<file path="src/rtl/fifo_flex.sv">
// Single-clock FIFO with valid/ready on both sides, synchronous flush,
// runtime almost-full/almost-empty thresholds and a high-water mark.
module fifo_flex #(
  parameter int unsigned DEPTH_LOG2    = 4,
  parameter int unsigned DATA_WIDTH    = 8,
  parameter bit          FULL_PUSH_POP = 1'b0
) (
  input  logic                  clk_i,
  input  logic                  arst_ni,
  input  logic                  flush_i,
  input  logic [DATA_WIDTH-1:0] data_in_i,
  input  logic                  data_in_valid_i,
  output logic                  data_in_ready_o,
  output logic [DATA_WIDTH-1:0] data_out_o,
  output logic                  data_out_valid_o,
  input  logic                  data_out_ready_i,
  output logic [DEPTH_LOG2:0]   count_o,
  input  logic [DEPTH_LOG2:0]   af_thr_i,
  input  logic [DEPTH_LOG2:0]   ae_thr_i,
  output logic                  almost_full_o,
  output logic                  almost_empty_o,
  input  logic                  clear_peak_i,
  output logic [DEPTH_LOG2:0]   peak_o
);

  localparam int unsigned PW    = DEPTH_LOG2 + 1;
  localparam int unsigned DEPTH = 1 << DEPTH_LOG2;

  typedef logic [PW-1:0]         ptr_t;
  typedef logic [DEPTH_LOG2-1:0] addr_t;

  ptr_t wr_ptr_q, wr_ptr_d;
  ptr_t rd_ptr_q, rd_ptr_d;
  ptr_t peak_q, peak_d;
  ptr_t count;

  logic [DATA_WIDTH-1:0] mem_q [DEPTH];

  addr_t wr_addr;
  addr_t rd_addr;
  logic  ptr_msb_diff;
  logic  empty;
  logic  full;
  logic  push;
  logic  pop;

  assign wr_addr      = wr_ptr_q[DEPTH_LOG2-1:0];
  assign rd_addr      = rd_ptr_q[DEPTH_LOG2-1:0];
  assign ptr_msb_diff = wr_ptr_q[DEPTH_LOG2] ^ rd_ptr_q[DEPTH_LOG2];

  // Extra pointer MSB separates full from empty when the addresses match.
  assign empty = (wr_ptr_q == rd_ptr_q);
  assign full  = ptr_msb_diff && (wr_addr == rd_addr);
  assign count = wr_ptr_q - rd_ptr_q;

  assign data_out_valid_o = !empty && !flush_i;
  assign data_out_o       = mem_q[rd_addr];

  // Full-push acceptance relies on the pop that is guaranteed when full.
  assign data_in_ready_o = !flush_i &&
                           (!full ||
                            (FULL_PUSH_POP && data_out_ready_i));

  assign push = data_in_valid_i && data_in_ready_o;
  assign pop  = data_out_valid_o && data_out_ready_i;

  assign count_o        = count;
  assign almost_full_o  = (count >= af_thr_i);
  assign almost_empty_o = (count <= ae_thr_i);
  assign peak_o         = peak_q;

  always_comb begin
    wr_ptr_d = wr_ptr_q;
    rd_ptr_d = rd_ptr_q;
    if (flush_i) begin
      wr_ptr_d = '0;
      rd_ptr_d = '0;
    end else begin
      if (push) begin
        wr_ptr_d = wr_ptr_q + ptr_t'(1);
      end
      if (pop) begin
        rd_ptr_d = rd_ptr_q + ptr_t'(1);
      end
    end
  end

  always_comb begin
    peak_d = peak_q;
    if (clear_peak_i) begin
      peak_d = count;
    end else if (count > peak_q) begin
      peak_d = count;
    end
  end

  always_ff @(posedge clk_i or negedge arst_ni) begin
    if (!arst_ni) begin
      wr_ptr_q <= '0;
      rd_ptr_q <= '0;
      peak_q   <= '0;
    end else begin
      wr_ptr_q <= wr_ptr_d;
      rd_ptr_q <= rd_ptr_d;
      peak_q   <= peak_d;
    end
  end

  // Storage is left unreset; only the pointers define what is valid.
  always_ff @(posedge clk_i) begin
    if (push) begin
      mem_q[wr_addr] <= data_in_i;
    end
  end

endmodule

</file>
<file path="config.mk">
export PLATFORM = sky130hd
export DESIGN_NAME = fifo_flex
export DESIGN_NICKNAME = d
export VERILOG_FILES = /design/src/rtl/fifo_flex.sv
export SDC_FILE = /design/constraint.sdc
export NUM_CORES = 1
export LEC_CHECK = 0
export ABC_AREA = 1
export CAP_MARGIN = 20
export CORE_ASPECT_RATIO = 2
export CORE_UTILIZATION = 45
export DETAILED_ROUTE_END_ITERATION = 10
export DONT_BUFFER_PORTS = 1
export GPL_ROUTABILITY_DRIVEN = 0
export REMOVE_ABC_BUFFERS = 1
export SLEW_MARGIN = 25
export SYNTH_ARGS = -nofsm -noshare
export SYNTH_HDL_FRONTEND = slang
export SYNTH_SLANG_ARGS = --single-unit
</file>
<file path="constraint.sdc">
create_clock -name clk_i -period 3.6 [get_ports clk_i]
set_input_delay 0 -clock clk_i [delete_from_list [all_inputs] [get_ports clk_i]]
set_output_delay 0 -clock clk_i [all_outputs]
set_load 0.05 [all_outputs]
</file>
# Yosys cells after proc, flatten, opt, wreduce, memory -nomap -nowiden
# Memories as Yosys holds them, arrays and structs flattened.
# Index checks and enable logic that the tools add are counted.
# Widths: inputs -> output; s select.
# op_classes
mux,8
n_addsub,3
magnitude_cmp,3
bitwise_logic,1
n_eq_ne,2
n_reduce_logical,11
# ops
op,count
$mux 5,6
$add 5x1->5 const B,2
$reduce_bool 2->1,3
$eq 5x5->1,1
$ge 5x5->1,1
$gt 5x5->1,1
$le 5x5->1,1
$logic_and 1x1->1,5
$sub 5x5->5,1
$eq 4x4->1,1
$logic_not 1->1,3
$mux 1,2
$xor 1x1->1,1
# word_totals
ff_bits,15
in_bits,24
memories,1
word_cells,32
ramBits,128
# mem_list
memory,depth,word_bits,rd,rd_clocked_by_memory_dff,wr,line_no,rtl
mem_q,16,8,1,0,1,37,logic [DATA_WIDTH-1:0] mem_q [DEPTH];

# Depth between registers and ports, before layout
# depth
depth_word,7
ltp_mapped,16

# Worst setup path before layout
# No wires, ideal clock.
# synth_timing
path_kind,flip-flop to output port
startpoint,register rd_ptr_q[1]
endpoint,output port almost_full_o
path_slack_ps,-769
stages_incl_launch_ff,11
arrival_ps,4369
cell_sequence,dfrtp_1 -> buf_2 -> inv_2 -> buf_2 -> fa_1 -> nand3_1 -> nand2_1 -> xor2_1 -> ha_1 -> nand2_1 -> o311ai_0
# synth_between
elab_chain_len,2
# synth_lines
element,line_no,rtl
start: declaration,33,"ptr_t rd_ptr_q, rd_ptr_d;"
start signal: assignment,104,rd_ptr_q <= rd_ptr_d;
$sub 5x5->5,54,assign count = wr_ptr_q - rd_ptr_q;
via count_o[4],17,"output logic [DEPTH_LOG2:0] count_o,"
$ge 5x5->1,68,assign almost_full_o = (count >= af_thr_i);
end: declaration,20,"output logic almost_full_o,"
# The timed path passes the listed nets, and every way through them passes these cells.

# Worst setup path after layout
# layout_timing
startpoint,register rd_ptr_q[2]
endpoint,register rd_ptr_q[4]
# layout_between
elab_chain_len,5
# layout_lines
element
"parallel branches: the longest is 5 deep, another holds $add 5x1->5"
# Parallel ways; which one is timed is not known. The select of a mux whose other input is x is not followed.
# A chain may end at the register's enable or synchronous reset.

==> out/metrics.json <==
{
  "status": {"value": "finished, final reports clean"},
  "crit_slowest_cell": {"value": "sky130_fd_sc_hd__dlygate4sd3_1"},
  "highest-signal-layer": {"value": "met4"},
  "endpoints_failing_hold": {"value": 0},
  "switching_share_of_power": {"value": 0.3698},
  "vias_per_cell": {"value": 5.254},
  "path_buf_inv": {"value": 3},
  "first_global_vias": {"value": 4659},
  "routed-via-count": {"value": 4629},
  "hold_class": {"value": "in -> reg"},
  "worst_path_dominant_cell_family": {"value": "buffers and inverters"},
  "cp.arrival": {"value": 3540, "unit": "ps"},
  "clock_latency": {"value": 410, "unit": "ps"},
  "worst_slack": {"value": 352.1, "unit": "ps"},
  "rsz0062_at_grt": {"value": "no"},
  "met3RoutedLength": {"value": 564, "unit": "um"},
  "drt-initial-drc-count": {"value": 245},
  "final_cell_area": {"value": 7636, "unit": "um2"},
  "num-fill-cells": {"value": 1315},
  "max_cap_violations": {"value": 0},
  "setup.worst_path.start_class": {"value": "flop"},
  "cellLeakagePower": {"value": 3.031, "unit": "nW"},
  "ys_warn_count": {"value": 0},
  "design.core.area": {"value": 14430, "unit": "um2"},
  "r2r_cells": {"value": 11},
  "detail_route.drc_violations": {"value": 0},
  "power_density": {"value": 647.8, "unit": "nW/um2"},
  "detailed_place.area": {"value": 6932, "unit": "um2"},
  "yosysSeqAreaShare": {"value": 0.6346},
  "period_minus_slack": {"value": 3248, "unit": "ps"},
  "synth.ff_latch_count": {"value": 143},
  "critPathRequiredTime": {"value": 3890, "unit": "ps"},
  "globalRouteTotalUtil": {"value": 0.2257},
  "total_switching_power": {"value": 1.829, "unit": "mW"},
  "antenna_left": {"value": 0},
  "cts_tree": {"value": "done"},
  "min_delay_path_depth": {"value": 3},
  "max_slew.worst_pin.slew": {"value": 914.9, "unit": "ps"},
  "path_max_fanout": {"value": 9},
  "yosys_cell_types": {"value": 28},
  "die_w": {"value": 87.95, "unit": "um"},
  "drt-met1-wl": {"value": 5.765, "unit": "mm"},
  "drt_pass1_iterations": {"value": 4},
  "cp_common_cell": {"value": "sky130_fd_sc_hd__nand2_1"},
  "met2_length": {"value": 9.181, "unit": "mm"},
  "worst_clock_skew": {"value": 8.167, "unit": "ps"},
  "synthToLayoutAreaGrowth": {"value": 14.85, "unit": "%"},
  "dieArea": {"value": 15290, "unit": "um2"},
  "timing.critical_path.depth": {"value": 11},
  "cellInternalPower": {"value": 3.117, "unit": "mW"},
  "port_buffer_cells": {"value": 0},
  "cts-hold-fix-buffers": {"value": 15},
  "io-pin-count": {"value": 46},
  "ctsHtreeMaxLevel": {"value": 4},
  "cts_buffer_depth": {"value": 2},
  "setup.worst_path.class": {"value": "reg -> reg"},
  "worst_setup_path_end_kind": {"value": "flop"},
  "pwr-share-seq": {"value": 0.396},
  "critical-path-max-stage-delay": {"value": 540, "unit": "ps"},
  "reg2reg_slack": {"value": 350, "unit": "ps"},
  "dp_slack": {"value": 661.4, "unit": "ps"},
  "grt_max_degree": {"value": 77},
  "floorplan.rows": {"value": 62},
  "layout-drive-gt1-share": {"value": 0.09884},
  "detail_route.wirelength": {"value": 16.03, "unit": "mm"},
  "cts_buffer_count": {"value": 17},
  "max_freq": {"value": 0.3079, "unit": "GHz"},
  "ctsRootBufferMaster": {"value": "sky130_fd_sc_hd__clkbuf_16"},
  "grt_first_pass_wirelength": {"value": 25.01, "unit": "mm"},
  "postCtsSetupRepairBufs": {"value": 0},
  "antenna_found_initial": {"value": 1},
  "start_util": {"value": 0.4608},
  "clk_pin_slew": {"value": 60, "unit": "ps"},
  "final_min_period_over_clock_period": {"value": 0.9022},
  "dp.final_hpwl": {"value": 10.87, "unit": "mm"},
  "num-nets-final": {"value": 724},
  "power_share_of_the_clock_group": {"value": 0.327},
  "cells_resized_by_post_cts_repair": {"value": 0},
  "combPwrFrac": {"value": 0.277},
  "instances_no_fill": {"value": 881},
  "numClockSinks": {"value": 143},
  "slew_headroom": {"value": 0.3892},
  "wire_per_inst": {"value": 18.19, "unit": "um"},
  "max-vdd-ir-drop": {"value": 443.7, "unit": "uV"},
  "synthesis.area": {"value": 6649, "unit": "um2"},
  "chain_of_cells_forming_the_critical_path": {"value": "clkinv_1 -> ha_1 -> nand2_1 -> nor2_2 -> nand2_1 -> nand3_1 -> nand2_1 -> nand2_1 -> dlygate4sd3_1 -> nand2_1 -> dlygate4sd3_1"},
  "syn_area_cell": {"value": 10.42, "unit": "um2"},
  "grt_overflow_total": {"value": 0},
  "timing_max_transition_violations_final": {"value": 0},
  "chipHeight": {"value": 173.9, "unit": "um"},
  "timing.final.setup_violations": {"value": 0},
  "netlist_instances": {"value": 638},
  "dpl.cell_count": {"value": 833}
}
-- sequential cells by signal, indices dropped and copies added, names as in the netlist --
| signal | cells |
|---|---|
| mem_q | 128 |
| wr_ptr_q | 5 |
| peak_o | 5 |
| rd_ptr_q | 5 |
-- layout by cell type (no fill, tap or decap), types with 15 or more instances in the layout --
cell,instances
sky130_fd_sc_hd__buf_4,29
sky130_fd_sc_hd__clkbuf_16,17
sky130_fd_sc_hd__dlygate4sd3_1,15
sky130_fd_sc_hd__edfxtp_1,128
sky130_fd_sc_hd__ha_1,24
sky130_fd_sc_hd__inv_1,44
sky130_fd_sc_hd__nand2_1,108
sky130_fd_sc_hd__nand3_1,51
sky130_fd_sc_hd__nor2_1,127
sky130_fd_sc_hd__nor3_1,16
sky130_fd_sc_hd__o21ai_0,53
-- area by class of cell --
| class | count | area (um2) | area share |
|---|---|---|---|
| antenna | 1 | 2.502 | 0.0003277 |
| clock buffer | 17 | 425.4 | 0.05571 |
| clock inverter | 15 | 126.4 | 0.01655 |
| inverter | 49 | 183.9 | 0.02409 |
| multi-input combinational | 420 | 2069 | 0.2710 |
| sequential | 143 | 4220 | 0.5527 |
| tap | 192 | 240.2 | 0.03146 |
| timing repair buffer | 44 | 367.9 | 0.04817 |
-- cells by family (layout without fill, tap and decap cells) --
family,count (synthesis),in the layout,synth area share
adder cells (fa/ha/maj),25,25,0.04818
AND/OR/NAND/NOR,307,307,0.1884
buffers and inverters,75,125,0.05533
XOR/XNOR,11,11,0.01449
other,0,1,0
flip-flops,143,143,0.6346
AO/OA/AOI/OAI,77,77,0.05909
-- through the flow --
stage | TNS [ps] | power, mW | util | hold WS [ps]
after floorplan | -6568 | 2.968 | - | -295.6
after global placement | 0 | 3.293 | 0.4804 | -294.9
after detailed placement | 0 | 3.334 | 0.4804 | -295.0
after CTS | 0 | 4.987 | 0.5291 | 25.92
after global routing | 0 | 5.202 | 0.5292 | 87.15
final | 0 | 4.947 | 0.5292 | 55.71
-- final timing paths --
kind,to,from
hold reg to reg,wr_ptr_q[0],wr_ptr_q[0]
setup reg to reg,rd_ptr_q[4],rd_ptr_q[2]
setup / recovery,rd_ptr_q[4],rd_ptr_q[2]
min in group asynchronous,peak_o[1],arst_ni
max in group asynchronous,rd_ptr_q[0],arst_ni
hold / removal,wr_ptr_q[0],data_in_valid_i
-- synth_stat cells --
cell	instances	area, um2
sky130_fd_sc_hd__nand2_1	108	405.4
sky130_fd_sc_hd__buf_8	1	15.01
sky130_fd_sc_hd__fa_1	1	20.02
sky130_fd_sc_hd__nand3_1	51	255.2
sky130_fd_sc_hd__ha_1	24	300.3
sky130_fd_sc_hd__nand4_1	3	18.77
sky130_fd_sc_hd__nor2_2	1	6.260
sky130_fd_sc_hd__buf_4	3	22.52
sky130_fd_sc_hd__a21oi_1	9	45.04
sky130_fd_sc_hd__clkinv_1	2	7.510
sky130_fd_sc_hd__buf_2	9	45.04
sky130_fd_sc_hd__o21ai_1	12	60.06
sky130_fd_sc_hd__o21ai_0	53	265.3
sky130_fd_sc_hd__o311ai_0	1	8.760
sky130_fd_sc_hd__buf_1	1	3.750
sky130_fd_sc_hd__buf_6	7	78.83
sky130_fd_sc_hd__nand3_2	1	10.01
sky130_fd_sc_hd__nor3_1	16	80.08
sky130_fd_sc_hd__dfrtp_1	15	375.4
sky130_fd_sc_hd__nor2_1	127	476.7
sky130_fd_sc_hd__clkbuf_1	5	18.77
sky130_fd_sc_hd__inv_2	3	11.26
sky130_fd_sc_hd__o21a_1	1	7.510
sky130_fd_sc_hd__edfxtp_1	128	3844
sky130_fd_sc_hd__o22ai_1	1	6.260
sky130_fd_sc_hd__inv_1	44	165.2
sky130_fd_sc_hd__xnor2_1	1	8.760
sky130_fd_sc_hd__xor2_1	10	87.58
-- routing by layer --
layer  up-vias  global-route usage
met5         -                   0
met4         0              0.1045
met3        30             0.04938
met2       117              0.4228
met1      2239              0.2268
li1       2243                   -
-- power by group through the flow --
stage                     sequential (mW)  clock (mW)  combinational, mW
final                                1.96        1.62               1.37
after detailed placement             2.00           0               1.34
after global routing                 1.97        1.71               1.52
after floorplan                      2.04           0              0.930
after global placement               1.99           0               1.30
after CTS                            1.96        1.64               1.38
-- worst register-to-register path: stages (launching register included) --
cell and delay [ps]:
sky130_fd_sc_hd__dfrtp_1 350, sky130_fd_sc_hd__clkinv_1 340, sky130_fd_sc_hd__ha_1 520, sky130_fd_sc_hd__nand2_1 80, sky130_fd_sc_hd__nor2_2 180, sky130_fd_sc_hd__nand2_1 130
sky130_fd_sc_hd__nand3_1 210, sky130_fd_sc_hd__nand2_1 100, sky130_fd_sc_hd__nand2_1 80, sky130_fd_sc_hd__dlygate4sd3_1 540, sky130_fd_sc_hd__nand2_1 40, sky130_fd_sc_hd__dlygate4sd3_1 540
(Power assumes the default switching activity.)
